===== src/rtl/breath_sequencer.sv =====
// LED breathing sequencer: ramp up, hold high, ramp down, hold low.
// Define BREATH_GAMMA_EN for a squared duty curve (one extra led stage).
module breath_sequencer #(
  parameter int CLK_DIV     = 100,
  parameter int PWM_STEPS   = 1000,
  parameter int HOLD_FRAMES = 250
) (
  input  logic       clk,
  input  logic       rst,
  input  logic       start,
  input  logic       stop,
  input  logic [7:0] cycles_in,
  output logic       led,
  output logic       busy,
  output logic [9:0] level,
  output logic       done
);

  localparam int DW = $clog2(CLK_DIV);
  localparam int HW = $clog2(HOLD_FRAMES + 1);
  localparam logic [DW-1:0] DIV_MAX = DW'(CLK_DIV - 1);
  localparam logic [9:0] TOP = 10'(PWM_STEPS);
  localparam logic [9:0] SLOT_MAX = 10'(PWM_STEPS - 1);
  localparam logic [HW-1:0] HOLD_MAX = HW'(HOLD_FRAMES - 1);

  typedef enum logic [2:0] {
    IDLE, UP, HOLD_HI, DOWN, HOLD_LO
  } state_t;

  state_t state, state_n;
  logic [DW-1:0] div_cnt;
  logic [9:0] slot_cnt;
  logic [9:0] level_n;
  logic [HW-1:0] hold_cnt, hold_n;
  logic [7:0] remaining, rem_n;
  logic inf, inf_n;
  logic stop_l, stop_n;
  logic done_n;
  logic tick, frame_end;

  assign busy = (state != IDLE);
  assign tick = busy && (div_cnt == DIV_MAX);
  assign frame_end = tick && (slot_cnt == SLOT_MAX);

  always_ff @(posedge clk or negedge rst) begin
    if (!rst) begin
      div_cnt  <= '0;
      slot_cnt <= '0;
    end else if (!busy) begin
      div_cnt  <= '0;
      slot_cnt <= '0;
    end else begin
      div_cnt <= tick ? '0 : div_cnt + DW'(1);
      if (tick)
        slot_cnt <= frame_end ? '0 : slot_cnt + 10'd1;
    end
  end

  always_ff @(posedge clk or negedge rst) begin
    if (!rst) begin
      state     <= IDLE;
      level     <= '0;
      hold_cnt  <= '0;
      remaining <= '0;
      inf       <= 1'b0;
      stop_l    <= 1'b0;
      done      <= 1'b0;
    end else begin
      state     <= state_n;
      level     <= level_n;
      hold_cnt  <= hold_n;
      remaining <= rem_n;
      inf       <= inf_n;
      stop_l    <= stop_n;
      done      <= done_n;
    end
  end

  always_comb begin
    state_n = state;
    level_n = level;
    hold_n  = hold_cnt;
    rem_n   = remaining;
    inf_n   = inf;
    stop_n  = stop_l | (busy & stop);
    unique case (state)
      IDLE: begin
        stop_n = 1'b0;
        if (start) begin
          state_n = UP;
          level_n = '0;
          hold_n  = '0;
          rem_n   = cycles_in;
          inf_n   = (cycles_in == 8'd0);
        end
      end
      UP: if (frame_end) begin
        if (stop_l) begin
          state_n = DOWN;
        end else if (level == SLOT_MAX) begin
          level_n = TOP;
          hold_n  = '0;
          state_n = HOLD_HI;
        end else begin
          level_n = level + 10'd1;
        end
      end
      HOLD_HI: if (frame_end) begin
        if (stop_l || hold_cnt == HOLD_MAX) begin
          hold_n  = '0;
          state_n = DOWN;
        end else begin
          hold_n = hold_cnt + HW'(1);
        end
      end
      DOWN: if (frame_end) begin
        // a stop in the first UP frame arrives here at level 0
        if (level <= 10'd1) begin
          level_n = '0;
          hold_n  = '0;
          state_n = stop_l ? IDLE : HOLD_LO;
        end else begin
          level_n = level - 10'd1;
        end
      end
      HOLD_LO: if (frame_end) begin
        hold_n = hold_cnt + HW'(1);
        if (stop_l) begin
          state_n = IDLE;
        end else if (hold_cnt == HOLD_MAX) begin
          hold_n = '0;
          if (inf) begin
            state_n = UP;
          end else begin
            rem_n   = remaining - 8'd1;
            state_n = (remaining == 8'd1) ? IDLE : UP;
          end
        end
      end
      default: state_n = IDLE;
    endcase
    if (busy && state_n == IDLE) begin
      stop_n = 1'b0;
      hold_n = '0;
    end
    done_n = busy && (state_n == IDLE);
  end

`ifdef BREATH_GAMMA_EN
  logic [19:0] sq;
  logic [9:0] lvl_eff, slot_d;
  logic act_d;

  assign sq = 20'(level) * 20'(level);

  always_ff @(posedge clk or negedge rst) begin
    if (!rst) begin
      lvl_eff <= '0;
      slot_d  <= '0;
      act_d   <= 1'b0;
      led     <= 1'b0;
    end else begin
      lvl_eff <= 10'(sq / 20'(PWM_STEPS));
      slot_d  <= slot_cnt;
      act_d   <= busy;
      led     <= act_d && (slot_d < lvl_eff);
    end
  end
`else
  always_ff @(posedge clk or negedge rst) begin
    if (!rst)
      led <= 1'b0;
    else
      led <= busy && (slot_cnt < level);
  end
`endif

endmodule


===== config.mk =====
export PLATFORM = sky130hd
export DESIGN_NAME = breath_sequencer
export DESIGN_NICKNAME = d
export VERILOG_FILES = /design/src/rtl/breath_sequencer.sv
export SDC_FILE = /design/constraint.sdc
export NUM_CORES = 1
export LEC_CHECK = 0
export CELL_PAD_IN_SITES_DETAIL_PLACEMENT = 1
export CELL_PAD_IN_SITES_GLOBAL_PLACEMENT = 1
export CORE_ASPECT_RATIO = 2
export CORE_MARGIN = 2
export CORE_UTILIZATION = 44
export CTS_CLUSTER_DIAMETER = 30
export CTS_CLUSTER_SIZE = 40
export DETAILED_ROUTE_END_ITERATION = 10
export PLACE_DENSITY_LB_ADDON = 0.12
export SYNTH_ARGS = -nofsm -noshare
export SYNTH_HDL_FRONTEND = slang
export SYNTH_SLANG_ARGS = --single-unit

===== constraint.sdc =====
create_clock -name clk -period 3.4 [get_ports clk]
set_input_delay 0.34 -clock clk [delete_from_list [all_inputs] [get_ports clk]]
set_output_delay 0.34 -clock clk [all_outputs]
set_load 0.005 [all_outputs]

Word-level counts from Yosys, hierarchy flattened
Cells that the tools add are included.
{"block": "classes", "reduce_logical": 16, "addsub": 6, "n_eq_ne": 26, "order_cmp": 2, "n_mux": 48, "bitwise_logic": 2}
{"cell": "two-way mux 8 bit", "n": 17}
{"cell": "two-way mux 10 bit", "n": 9}
{"cell": "one-hot mux 8 bit (5 select lines)", "n": 1}
{"cell": "two-way mux 3 bit", "n": 12}
{"cell": "one-hot mux 10 bit (3 select lines)", "n": 1}
{"cell": "inequality test 3 bit, second input constant", "n": 8}
{"cell": "adder 10 x 1 -> 10 bit, second input constant", "n": 2}
{"cell": "equality test 10 bit, second input constant", "n": 2}
{"cell": "inequality test 2 bit, second input constant", "n": 8}
{"cell": "one-hot mux 8 bit (2 select lines)", "n": 1}
{"cell": "one-hot mux 3 bit (5 select lines)", "n": 1}
{"cell": "two-way mux 7 bit", "n": 2}
{"cell": "<= comparator 10 x 1 -> 1 bit, second input constant", "n": 1}
{"cell": "less-than comparator 10 bit", "n": 1}
{"cell": "subtractor 10 x 1 -> 10 bit, second input constant", "n": 1}
{"cell": "AND reduction 9 bit", "n": 1}
{"cell": "adder 8 x 1 -> 8 bit, second input constant", "n": 1}
{"cell": "equality test 8 x 1 -> 1 bit, second input constant", "n": 1}
{"cell": "equality test 8 bit, second input constant", "n": 1}
{"cell": "zero test 8 bit", "n": 1}
{"cell": "subtractor 8 x 1 -> 8 bit, second input constant", "n": 1}
{"cell": "adder 7 x 1 -> 7 bit, second input constant", "n": 1}
{"cell": "equality test 7 bit, second input constant", "n": 1}
{"cell": "equality test 3 x 2 -> 1 bit, second input constant", "n": 2}
{"cell": "15 further kinds", "n": 23}
{"block": "word_totals", "ff_bits": 50}

Depth between registers and ports, before layout
Gate-level depths: netlist of the first run.
{"block": "logic_depth", "ltp_word": 11, "depth_mapped": 10, "ltp_nobuf": 9}

Worst setup path after synthesis of the first run
Ideal clock, no wire load.
{"block": "synth_path", "path_type": "flip-flop to flip-flop", "from": "reg level[0]", "to": "reg hold_cnt[1]", "t_arrival_ns": 2.480, "setup_time_ns": 0.125, "period_less_slack_ns": 2.606, "slack_ns": 0.794, "stages_incl_launch_ff": 10, "path_buffers": 1, "path_cell_list": "dfrtp_1 -> ha_1 -> nand4_1 -> nor4_1 -> o22ai_1 -> a211o_1 -> and4bb_1 -> buf_6 -> o22a_1 -> o22ai_1"}
{"block": "synth_via", "elab_chain_cells": 9, "word_cells_on_any_way": 21}
{"item": "from (decl)", "line_no": "15", "source": "output logic [9:0] level,"}
{"item": "from (signal assigned)", "line_no": "70", "source": "level <= level_n;"}
{"item": "parallel branches: the longest is 4 deep, another holds <= comparator 10 x 1 -> 1 bit"}
{"item": "one-hot mux 3 bit (5 select lines) (*)", "line_no": "86", "source": "unique case (state)"}
{"item": "net state_n[0]", "line_no": "30", "source": "state_t state, state_n;"}
{"item": "zero test 3 bit (*)"}
{"item": "logical AND 1 bit (*)"}
{"item": "net done_n", "line_no": "38", "source": "logic done_n;"}
{"item": "nonzero test 6 bit (no source line) or inequality test 3 bit (tied branches)"}
{"item": "AND reduction 9 bit (no source line)"}
{"item": "to (signal assigned)", "line_no": "71", "source": "hold_cnt <= hold_n;"}
{"item": "to (decl)", "line_no": "34", "source": "logic [HW-1:0] hold_cnt, hold_n;"}
Mark *: on every way through the listed nets, which the timed path passes.
A chain may end at the register's enable or synchronous reset.

Worst setup path after layout of the first run
{"block": "layout_path", "from": "reg div_cnt[2]", "to": "reg hold_cnt[0]"}
{"block": "layout_via", "elab_chain_cells": 9, "word_cells_on_any_way": 21}
{"item": "from (decl)", "line_no": "31", "source": "logic [DW-1:0] div_cnt;"}
{"item": "from (signal assigned)", "line_no": "53", "source": "div_cnt <= tick ? '0 : div_cnt + DW'(1);"}
{"item": "equality test 7 bit (*)", "line_no": "42", "source": "assign tick = busy && (div_cnt == DIV_MAX);"}
{"item": "logical AND 1 bit (*)", "line_no": "42"}
{"item": "logical AND 1 bit (*)", "line_no": "43", "source": "assign frame_end = tick && (slot_cnt == SLOT_MAX);"}
{"item": "two-way mux 3 bit, on equally long branches"}
{"item": "one-hot mux 3 bit (5 select lines) (*)", "line_no": "86"}
{"item": "net state_n[0]", "line_no": "30"}
{"item": "zero test 3 bit (*)", "line_no": "142", "source": "if (busy && state_n == IDLE) begin"}
{"item": "logical AND 1 bit (*)", "line_no": "142"}
{"item": "nonzero test 6 bit (no source line) or inequality test 3 bit (tied branches)"}
{"item": "AND reduction 9 bit (no source line)"}
Mark *: on every way through the listed nets, which the timed path passes. The rest lies on a longest branch.

==> results.md, run 1 <==
- The flow ran to the end, and the final reports show no timing, DRC or antenna violations.
- Once layout is done, the placed cells without fillers occupy 3850 sq um.
- No sink is reached through more buffers than the 2 on the longest clock path.
- The final-layout fill cell count is 912.
- In this run the vertical extent of the chip is 127 um.
- The number of placed I/O pins is 25.
- The first global-routing pass estimated 17300 um of wire.
- The total area of sequential cells is 1250 sq um.
- In the layout the commonest cells are 55 x o21ai_0, 50 x dfrtp_1, 41 x nand2_1.
- The part of the total power dissipated in sequential elements is 0.475.
- The ratio of cells with drive above 1 in the final layout is 0.0629.
- The global routing usage on met3 is 0.0381.
- The minimum setup slack after placement is 0.496 ns.
- After synthesis the netlist holds a flip-flop and latch count of 50.
- The worst setup path is captured at a flop.
- The total via count in the routed design is 3229.
- The internal cell power is 1.09 mW.
- The netlist uses 59 different library cells.
- The number of buffers inserted for hold repair after clock tree synthesis is 0.
- The die span in x is 65.5 um.
- The repair_antennas step left the layout with diodes totalling 0.
- The worst-case IR drop observed on VDD is 0.000362 V.
- The number of nets in the layout is 458.
- The maximum number of pins on one net before global-route repair is 27.
- Of the total power, combinational logic draws 0.132.
- The routed design has 10600 um of wire.
- The analysis attributes to net switching a power of 0.407 mW.
- The worst register-to-register path has a depth of 7.
- The effective utilization at floorplan is 0.457.
- For this run, global-route usage on met1 was measured as 0.236.
- Summing every instance area after synthesis gives 3320 sq um.
- The count of routing violations after the opening detailed-route iteration is 95.
- Along the worst path, the maximum fanout reaches 10.
- For this run, the register share of the synthesized area comes to 0.376.
- In the final layout, the multi-input gates occupy 1940 sq um.
- The die covers 8310 sq um.
- The via count of the first global-routing pass came to 3625.
- The total clock buffers created by CTS is 5.
- In the global route stage, overall resource usage came out at 0.274.
- In this run the static leakage power is 1.55 nW.
- Once placement finished, the instance area stood at 3680 sq um.
- TritonCTS built the clock tree.
- Before antenna repair, the detailed router went through 4 iterations.
- The max-slew violation count was 0.
- The average wire per cell in the routed design is 20.4 um.
- After clock tree synthesis, the clock-pin slew on the worst setup and hold paths is 0.07 ns.
- The mean post-synth cell area is 8.23 sq um.
- In the synthesized netlist the dominant register cell turns out to be dfrtp_1.
- The floorplan row count is 44.
- The clock drives 50 sinks.
- CTS placed an instance of clkbuf_16 at the clock tree root.
- The core region is 7270 sq um.
- The initial antenna violation count is 0.
- The number of max-cap violations is 0.
- Setup repair after global routing left no endpoint under its margin.
- The share of synthesized registers carrying an async set or reset is 1.00.
- The worst setup path is launched from a flop.
- Yosys attributes the largest share of cell area to dfrtp_1 38%, o21ai_0 8.3%, ha_1 6.8%.
- Static timing analysis puts the maximum clock frequency at 344 MHz.
- The number of setup violations in the final report is 0.
- Overall power consumption after layout is estimated at 1.49 mW.
- Of the total power, the share spent switching nets is 0.273.
- STA puts the critical path data arrival time at 3.09 ns.
- The count of nets left with antenna violations once routing finished came out at 0.
- The power density relative to cell area is 388 nW/um^2.
- The H-tree generated during clock tree synthesis spans 2 levels.
- The clock reaches the later pin of the worst-skew pair after 0.30 ns.
- The global routing's busiest layer is met2.
- The detailed-placement wirelength estimate is 8250 um.
- Using the TritonRoute via totals, the vias-per-cell ratio works out to 6.20.
- The final worst-path cycle share is 0.856.
- Counting every instance in the synthesized netlist gives 404.
- The number of flops mapped to enable cells by yosys is 0.
- The final weighted congestion in routability-driven placement is 0.867.
- The hold violation total from the final report is 0.
- The number of warnings printed during yosys synthesis is 0.
- After global routing the overflow that remains totals 0.
- The critical path is of the reg2reg type.
- After layout, the worst setup slack is 0.490 ns.
- The post-synthesis net count is 434.
- Summed over all failing endpoints, the final setup total negative slack is 0 ns.
- The transition time at the pin with the least slew margin is 0.748 ns.
- The worst pin sits at a relative slew slack of 0.498.
- The biggest area consumer among synthesized cells is dfrtp_1.
- The share of the core filled with cells is 0.529.
- The proportion of netlist area held by the largest area contributor is 0.376.
- The post-route minimum period is 2.91 ns.
- STA puts the critical path data required time at 3.58 ns.
- The most common library cell in the layout ignoring fill and taps is o21ai_0.
- In this run the tool buffered the top-level ports with 24 buffer cells.
- The share of total power dissipated in the clock network is 0.393.
- Post-CTS repair changed the size of 0 cells.
- The layout overhead on the synthesized area is 15.7%.
- The total DRC errors in the routed layout is 0.
- The worst hold path belongs to the class in2async.
- Across all register-to-register paths, the minimum setup slack is 0.49 ns.
- The routing usage on met2 is 0.552.
- The post-CTS setup repair buffer count is 0.
- The worst register-to-register path ends at hold_cnt[0]$_DFFE_PN0P_.
- The startpoint of the worst-slack reg-to-reg timing path is div_cnt[2]$_DFF_PN0_.
- The clock skew after layout is 0.00536 ns.
==> power by group through the flow <==
stage / sequential [mW] / combinational (mW) / clock (mW)
CTS: 0.710 / 0.201 / 0.603
finish: 0.710 / 0.197 / 0.587
global route: 0.716 / 0.227 / 0.619
global placement: 0.717 / 0.189 / 0
floorplan: 0.703 / 0.123 / 0
detailed placement: 0.722 / 0.199 / 0
==> worst max-delay path, cell delays in order, from the launching register on <==
cell	delay [ns]
dfrtp_1	0.43
or4b_4	0.60
nor4_4	0.50
a311oi_1	0.16
a211o_1	0.30
and4bb_1	0.48
o22a_1	0.24
mux2i_1	0.09
==> cell usage after synthesis, types with 2 or more instances <==
master and instances:
and3_1 9, o22ai_1 3, inv_1 16, xnor2_1 2, a21oi_1 32, o21ai_0 55, o221ai_1 2, a32oi_1 2
nor3_1 9, clkbuf_1 14, ha_1 18, o211ai_1 2, a211o_1 2, nand3_1 13, nor2b_1 6, or3_1 3
nor2_1 34, nor3b_1 3, nand4_1 7, nand2_1 41, nand3b_1 7, o41ai_1 3, or4_1 2, nor4_1 6
a22oi_1 6, o21ai_1 2, nand2b_1 11, dfrtp_1 50, xor2_1 4, a211oi_1 2, a31oi_1 10
==> state kept, by name, indices dropped and copies added (netlist names) <==
register / cells
stop_l: 1
div_cnt: 7
inf: 1
led: 1
hold_cnt: 8
done: 1
remaining: 8
slot_cnt: 10
state: 3
level: 10
==> layer usage <==
metal  routed length, um  share of wire
met1                3620           0.34
met2                6240           0.59
met3                 241          0.023
met4                 544          0.051
met5                   0              0
==> cells by family after synthesis <==
| kind of cell | synth area share |
|---|---|
| AND/OR/NAND/NOR | 0.265 |
| AO/OA/AOI/OAI | 0.231 |
| flip-flops | 0.376 |
| buffers and inverters | 0.0410 |
| adder cells (fa/ha/maj) | 0.0677 |
| XOR/XNOR | 0.0158 |
| multiplexers | 0.00301 |
==> metrics by stage <==
step           instances  hold WS (ns)
3_3_place_gp         513         0.373
4_1_cts              521        0.0622
3_5_place_dp         513         0.379
6_report             521        0.0474
5_1_grt              521        0.0851
2_1_floorplan        404        0.0444
==> worst max path at each step <==
stage	start	end	slack, ns	depth (start not counted)
2_1_floorplan	level[0]$_DFFE_PN0P_	hold_cnt[1]$_DFFE_PN0P_	0.79	9
4_1_cts	div_cnt[2]$_DFF_PN0_	hold_cnt[0]$_DFFE_PN0P_	0.46	7
3_3_place_gp	div_cnt[2]$_DFF_PN0_	hold_cnt[1]$_DFFE_PN0P_	0.57	7
5_1_grt	div_cnt[2]$_DFF_PN0_	hold_cnt[7]$_DFFE_PN0P_	0.25	7
6_report	div_cnt[2]$_DFF_PN0_	hold_cnt[0]$_DFFE_PN0P_	0.49	7
3_5_place_dp	div_cnt[2]$_DFF_PN0_	hold_cnt[0]$_DFFE_PN0P_	0.50	7
==> layout make-up <==
type,count,share of cell area
multi-input combinational,320,0.504
timing repair buffer,34,0.0807
tap,92,0.0299
clock inverter,3,0.0114
clock buffer,5,0.0325
inverter,17,0.0166
sequential,50,0.325
Power figures use the tool's default switching activity.
==> inputs of run 2 (changes only) <==
- CTS_CLUSTER_DIAMETER: 30 -> 150
- GPL_TIMING_DRIVEN: unset -> 0
==> run 2 against run 1 <==
Compared with the run above: non-clock buffer count up 8; register-to-register slack worse by 0.23 ns; sequential share of layout area down 0.24 points; count of clock-buffer cells in the layout unchanged; power down 1.2%; die area unchanged; utilization grew 0.40 points; critical path depth up 1; routed wire length is 2.3% lower; largest cell class unchanged; largest power group unchanged.
==> results.md, run 2 (synthesized netlist as in run 1, its figures left out) <==
- The run finished with clean final reports.
- The post-route minimum period is 3.14 ns.
- The largest fanout on the critical path is 10.
- The most common library cell in the layout ignoring fill and taps is o21ai_0.
- The first global-routing pass estimated 17100 um of wire.
- For this run, the share of the core covered by cells in the final layout is 0.533.
- Power spread over the standard cell area amounts to 381 nW/um^2.
- The startpoint identified for the worst register-to-register timing path is level[0]$_DFFE_PN0P_.
- The number of port buffers is 24.
- The clock skew after layout is 0.00644 ns.
- The global router's overall resource usage is 0.268.
- The sum of routed wire segments on met1 is 3640 um.
- In the final layout, the multi-input gates occupy 1950 sq um.
- Routed signal wires occupy layers up through met4.
- The clock transition at the registers of the reported paths is 0.07 ns.
- The most frequent cell on the critical path is a21oi_1.
- The die covers 8310 sq um.
- The number of cells after detailed placement is 521.
- The total number of clock tree sinks is 50.
- The critical path is of the reg2reg type.
- The critical-path cell with the highest stage delay is dfrtp_1.
- The first detailed-routing pass took 4 iterations.
- The detailed-placement wirelength estimate is 8070 um.
- The post-CTS setup repair buffer count is 0.
- After routing, the total negative slack on setup checks comes to 0 ns.
- The average wire per cell in the routed design is 19.6 um.
- The top cell types in the final layout, fill and taps aside, are 55 x o21ai_0, 50 x dfrtp_1, 41 x nand2_1.
- The slack of the worst reg-to-reg path is 0.26 ns.
- The transition time at the pin with the least slew margin is 1.04 ns.
- The count of routing violations after the opening detailed-route iteration is 153.
- Across all layers, the routed design uses 3241 vias.
- The routed design uses 211 um of met3 wire.
- The class of the worst hold path is in2async.
- The initial antenna violation count is 0.
- The fraction of power consumed by the clock network is 0.386.
- The worst register-to-register path has a depth of 8.
- The post-route worst setup slack is 0.260 ns.
- The total DRC errors in the routed layout is 0.
- The number of placed I/O pins is 25.
- Together, buffers and inverters on the worst path number 0.
- The worst setup path startpoint is level[0]$_DFFE_PN0P_.
- Setup violations remaining at the end of the flow were counted as 0.
- The worst relative slew slack is 0.300.
- On the final layout, the worst hold slack is 0.0564 ns.
- The max-slew violation count was 0.
- The worst setup path is launched from a flop.
- The required time at the endpoint of the critical path is 3.62 ns.
- The buffer cell driving the clock tree root is clkbuf_16.
- In the finished design, the share of the clock period the worst path needs comes to 0.924.
- Of the total power, the share spent switching nets is 0.266.
- The ratio of cells with drive above 1 in the final layout is 0.0481.
- In this run the critical register-to-register path is captured at hold_cnt[7]$_DFFE_PN0P_.
- The floorplan die height is 127 um.
- Counting along the longest clock path gives a buffer depth of 2.
- The total clock buffers created by CTS is 5.
- The total wire length is 10400 um.
- The via count of the first global-routing pass was 3522.
- After floorplanning, the core was divided into 44 placement rows.
- TritonCTS built the clock tree.
- In this design, the largest share of critical-path delay is due to simple AND/OR/NAND/NOR gates.
- The area of all placed cells without fillers is 3870 sq um.
- Setup repair after global routing left no endpoint under its margin.
- The critical path endpoint category is a flop.
- At the later pin of the worst-skew pair, clock insertion delay measures 0.29 ns.
- The sum of overflow across all layers after global routing is 0.
- The hold violation total from the final report is 0.
- Once detail routing completed, the nets flagged for antenna violations numbered 0.
- Timing analysis after detailed placement gives a worst setup slack of -0.431 ns.
- For this design the total switching power over the nets is 0.392 mW.
- Of the total power, combinational logic draws 0.133.
- The critical path goes through ha_1, nand4_1, nor4_4, o22ai_1, a21oi_1, nor3b_4, nand3b_1, a21oi_1.
- The standby leakage power is 1.54 nW.
- 0 antenna diodes ended up in the layout.
- Based on the critical path, the design can be clocked at up to 318 MHz.
- The final layout contains 466 nets.
- Entering global routing, the biggest net connects 27 pins.
- Fill cells in the final layout number 909.
- The region available for standard cell placement spans 7270 sq um.
- Across the run, the number of max-cap violations was 0.
- Across the VDD grid, the largest voltage drop is 0.000375 V.
- After detailed routing, the number of vias per cell comes to 6.13.
- The arrival time reported for the critical path endpoint is 3.36 ns.
- After clock tree synthesis, the flow added hold-fix buffers numbering 0.
- The largest registers in the layout are level: 10 flops, slot_cnt: 10 flops.
- The area after detailed placement is 3690 sq um.
- The area growth from synthesis to layout is 16.6%.
- The clock tree synthesis step divided the H-tree into 2 levels.
- Leaving out filler cells and counting taps, the final layout contains 529.
- The total area of sequential cells is 1250 sq um.
- The effective utilization at floorplan is 0.457.
- On the worst path, the slowest cell contributes a delay of 0.54 ns.
- From left edge to right edge, the die measures 65.5 um.
- Wire segments on met2 add up to 6190 um in the final route.
- Routability-driven placement finished with a final weighted congestion of 0.857.
- The internal portion of the total power is 1.08 mW.
- The part of the total power dissipated in sequential elements is 0.481.
- The final total power is 1.48 mW.
[run 2: cell types whose count changed in the layout (fill, tap and decap cells not counted), sizes merged]
cell / delta
clkbuf: +14
buf: -6
clkinv: +1
inv: -1
[run 2: layout make-up]
type | instances | area share
clock buffer | 5 | 0.0323
tap | 92 | 0.0297
clock inverter | 3 | 0.0103
buffer | 17 | 0.0187
timing repair buffer | 25 | 0.0659
multi-input combinational | 320 | 0.504
inverter | 17 | 0.0165
sequential | 50 | 0.323
[run 2: worst max-delay path by stage]
| stage | to | slack, ns | cells after the start |
|---|---|---|---|
| 2_1_floorplan | hold_cnt[1]$_DFFE_PN0P_ | 0.79 | 9 |
| 3_3_place_gp | hold_cnt[4]$_DFFE_PN0P_ | -0.29 | 8 |
| 3_5_place_dp | hold_cnt[2]$_DFFE_PN0P_ | -0.43 | 8 |
| 4_1_cts | hold_cnt[7]$_DFFE_PN0P_ | 0.06 | 8 |
| 5_1_grt | hold_cnt[7]$_DFFE_PN0P_ | 0.02 | 8 |
| 6_report | hold_cnt[7]$_DFFE_PN0P_ | 0.26 | 8 |
[run 2: power by group through the flow]
stage | combinational, mW | clock (mW) | sequential (mW)
after floorplan | 0.123 | 0 | 0.703
after global placement | 0.186 | 0 | 0.716
after detailed placement | 0.200 | 0 | 0.720
after CTS | 0.201 | 0.586 | 0.709
after global routing | 0.225 | 0.607 | 0.719
final | 0.197 | 0.570 | 0.709
[run 2: routing by layer]
metal  vias up  GRT usage
met4         0      0.123
met3        21     0.0310
li1       1539          -
met5         -          0
met1      1622      0.248
met2        59      0.546
[run 2: repair_timing]
item | in CTS | in global routing
cloned | 0 | 0
gates resized for setup | 1 | 1
endpoints found under the hold margin | 0 | 0
pin swaps | 0 | 0
endpoints found under the setup margin | 9 | 8
==> inputs of run 3 (changes only) <==
- PLACE_DENSITY_LB_ADDON: 0.12 -> 0.1
==> run 3 against run 2 <==
Compared with the run above: critical path depth is the same; global-route usage down 1.1 points; setup slack better by 0.098 ns; flip-flop and latch count did not move; highest routed layer unchanged; sequential share of layout area grew 0.063 points; via count rose by 0.59%; register-to-register slack better by 0.098 ns; combinational power barely moved.
==> results.md, run 3 (synthesized netlist as in run 1, its figures left out) <==
- The flow ran to the end, and the final reports show no timing, DRC or antenna violations.
- The number of port buffers is 24.
- For this design the ratio of total power to cell area is 366 nW/um^2.
- Overall power consumption after layout is estimated at 1.42 mW.
- The critical-path cell with the highest stage delay is dfrtp_1.
- Summed over all cells, the static leakage comes to 1.53 nW.
- The required time at the endpoint of the critical path is 3.60 ns.
- After detailed routing, the number of vias per cell comes to 6.15.
- Derived from the worst setup path, the maximum achievable clock frequency is 329 MHz.
- The via count of the first global-routing pass is 3506.
- The post-route minimum period is 3.04 ns.
- The total number of clock tree sinks is 50.
- The number of stages on the worst setup path is 8.
- The root buffer cell chosen for the clock tree is clkbuf_16.
- The area enclosed by the die boundary is 8310 sq um.
- The worst setup path is captured at a flop.
- The buffer depth of the longest clock path is 2.
- Data arrives at the worst endpoint at 3.25 ns.
- STA classifies the critical path startpoint as a flop.
- After detailed placement, the design holds a cell count of 521.
- The placed instances occupy a cell area of 3690 sq um.
- In this design, the largest share of critical-path delay is due to simple AND/OR/NAND/NOR gates.
- The average wire per cell in the routed design is 18.7 um.
- Prior to clock tree synthesis, the placed netlist has a worst setup slack of -0.230 ns.
- Traced cell by cell, the critical path runs through ha_1, nand4_1, nor4_4, o22ai_1, a21oi_1, nor3b_4, a22oi_1, o21ai_0.
- Of the cells placed in the final design, the portion with a size suffix greater than 1 is 0.0457.
- In the final layout, the registers with the most flip-flops are level: 10 flops, slot_cnt: 10 flops.
- Detailed placement ended at an HPWL of 7480 um.
- For this configuration, the core starts out at a cell density of 0.457.
- The max-slew violation count is 0.
- The worst relative slew slack is 0.448.
- From bottom edge to top edge, the die measures 127 um.
- The number of max-cap violations is 0.
- The worst path meets setup with 0.358 ns of slack.
- For this run, the total global-route usage over all layers was measured as 0.258.
- The final worst-path cycle share is 0.895.
- The total via count in the routed design is 3260.
- The first-pass iteration count of the detailed router is 4.
- Setup repair after global routing left no endpoint under its margin.
- At the pin with the least slew margin, the transition time is 0.822 ns.
- The logic depth of the worst register-to-register path is 8.
- The count of routing violations after the opening detailed-route iteration is 117.
- The delay of the slowest critical-path stage is 0.58 ns.
- The class of the worst hold path is in2async.
- At the end of the flow, the number of nets in the layout was 467.
- The path type of the worst setup path is reg2reg.
- The die is 65.5 um wide.
- The maximum number of pins on one net before global-route repair is 39.
- The most common library cell in the layout ignoring fill and taps is o21ai_0.
- The clock transition at the registers of the reported paths is 0.07 ns.
- The H-tree depth is 2.
- After detailed routing, the number of remaining DRC violations is 0.
- Along the worst path, the maximum fanout reaches 10.
- The wire length of the first global-routing pass is 16600 um.
- The sum of overflow across all layers after global routing is 0.
- The final cell count without fillers is 530.
- The number of setup violations in the final report is 0.
- In this run the remaining antenna-violating nets after routing total 0.
- The later pin in the worst-skew pair is clocked with a latency of 0.30 ns.
- IR analysis of the VDD net gives a maximum drop of 0.000290 V.
- The area of all placed cells without fillers is 3870 sq um.
- Compared with the post-synthesis result, the final layout area differs by 16.3%.
- The post-CTS setup repair buffer count is 0.
- The CTS tree is yes.
- The hold violation total from the final report is 0.
- The worst register-to-register path has a setup slack of 0.36 ns.
- Counting both buffers and inverters, the worst setup path holds a total of 0.
- For the final database, setup skew stands at 0.00820 ns.
- The total wire length is 9930 um.
- The floorplan row count is 44.
- The worst hold slack after final layout is 0.478 ns.
- The congestion estimate from routability-driven global placement came to 0.860.
- The initial antenna violation count is 0.
- The antenna diode instance count is 0.
- Pin placement for this block handled 25 I/O pins.
- The placeable core area is 7270 sq um.
- The top cell types in the final layout, fill and taps aside, are 55 x o21ai_0, 50 x dfrtp_1, 41 x nand2_1.
- Buffers inserted during clock tree synthesis total 5.
-- run 3: final timing paths --
| path | startpoint | to |
|---|---|---|
| max | level[0]$_DFFE_PN0P_ | hold_cnt[6]$_DFFE_PN0P_ |
| min | rst | remaining[2]$_DFFE_PN0P_ |
| max reg2reg | level[0]$_DFFE_PN0P_ | hold_cnt[6]$_DFFE_PN0P_ |
| min reg2reg | div_cnt[0]$_DFF_PN0_ | div_cnt[0]$_DFF_PN0_ |
| max in group asynchronous | rst | done$_DFF_PN0_ |
| min in group clk | div_cnt[0]$_DFF_PN0_ | div_cnt[0]$_DFF_PN0_ |
-- run 3: layer usage --
| layer | wire length (um) | global-route usage |
|---|---|---|
| met5 | 0 | 0 |
| met2 | 5540 | 0.487 |
| met4 | 358 | 0.125 |
| met1 | 3800 | 0.269 |
| met3 | 231 | 0.0319 |
-- run 3: metrics by stage --
step | utilization | setup TNS (ns)
floorplan | - | 0
global route | 0.532 | 0
CTS | 0.531 | 0
detailed placement | 0.508 | -1.51
finish | 0.532 | 0
global placement | 0.506 | -1.13
-- run 3: power by group --
part | switching [mW] | internal, mW
combinational | 0.106 | 0.0886
clock | 0.219 | 0.292
sequential | 0.0592 | 0.650
total | 0.384 | 1.03
-- run 3: area by class of cell --
cell class	count	area [sq um]
tap	92	115
clock inverter	1	5.00
sequential	50	1250
inverter	17	63.8
multi-input combinational	320	1950
buffer	17	72.6
timing repair buffer	26	265
fill	915	3400
clock buffer	7	143
-- run 3: repair_timing --
item | 4_1_cts | 5_1_grt
endpoints found under the setup margin | 8 | 8
hold buffers | 1 | 0
endpoints found under the hold margin | 12 | 0
pin swaps | 0 | 0
gates resized for setup | 1 | 1
-- run 3: worst reg2reg max path: cells and delay by family, from the launching register on --
kind / cells / cell delay, ns
compound gates: 4 / 0.94
simple gates: 3 / 1.11
flops: 1 / 0.58
fa+ha+maj: 1 / 0.33
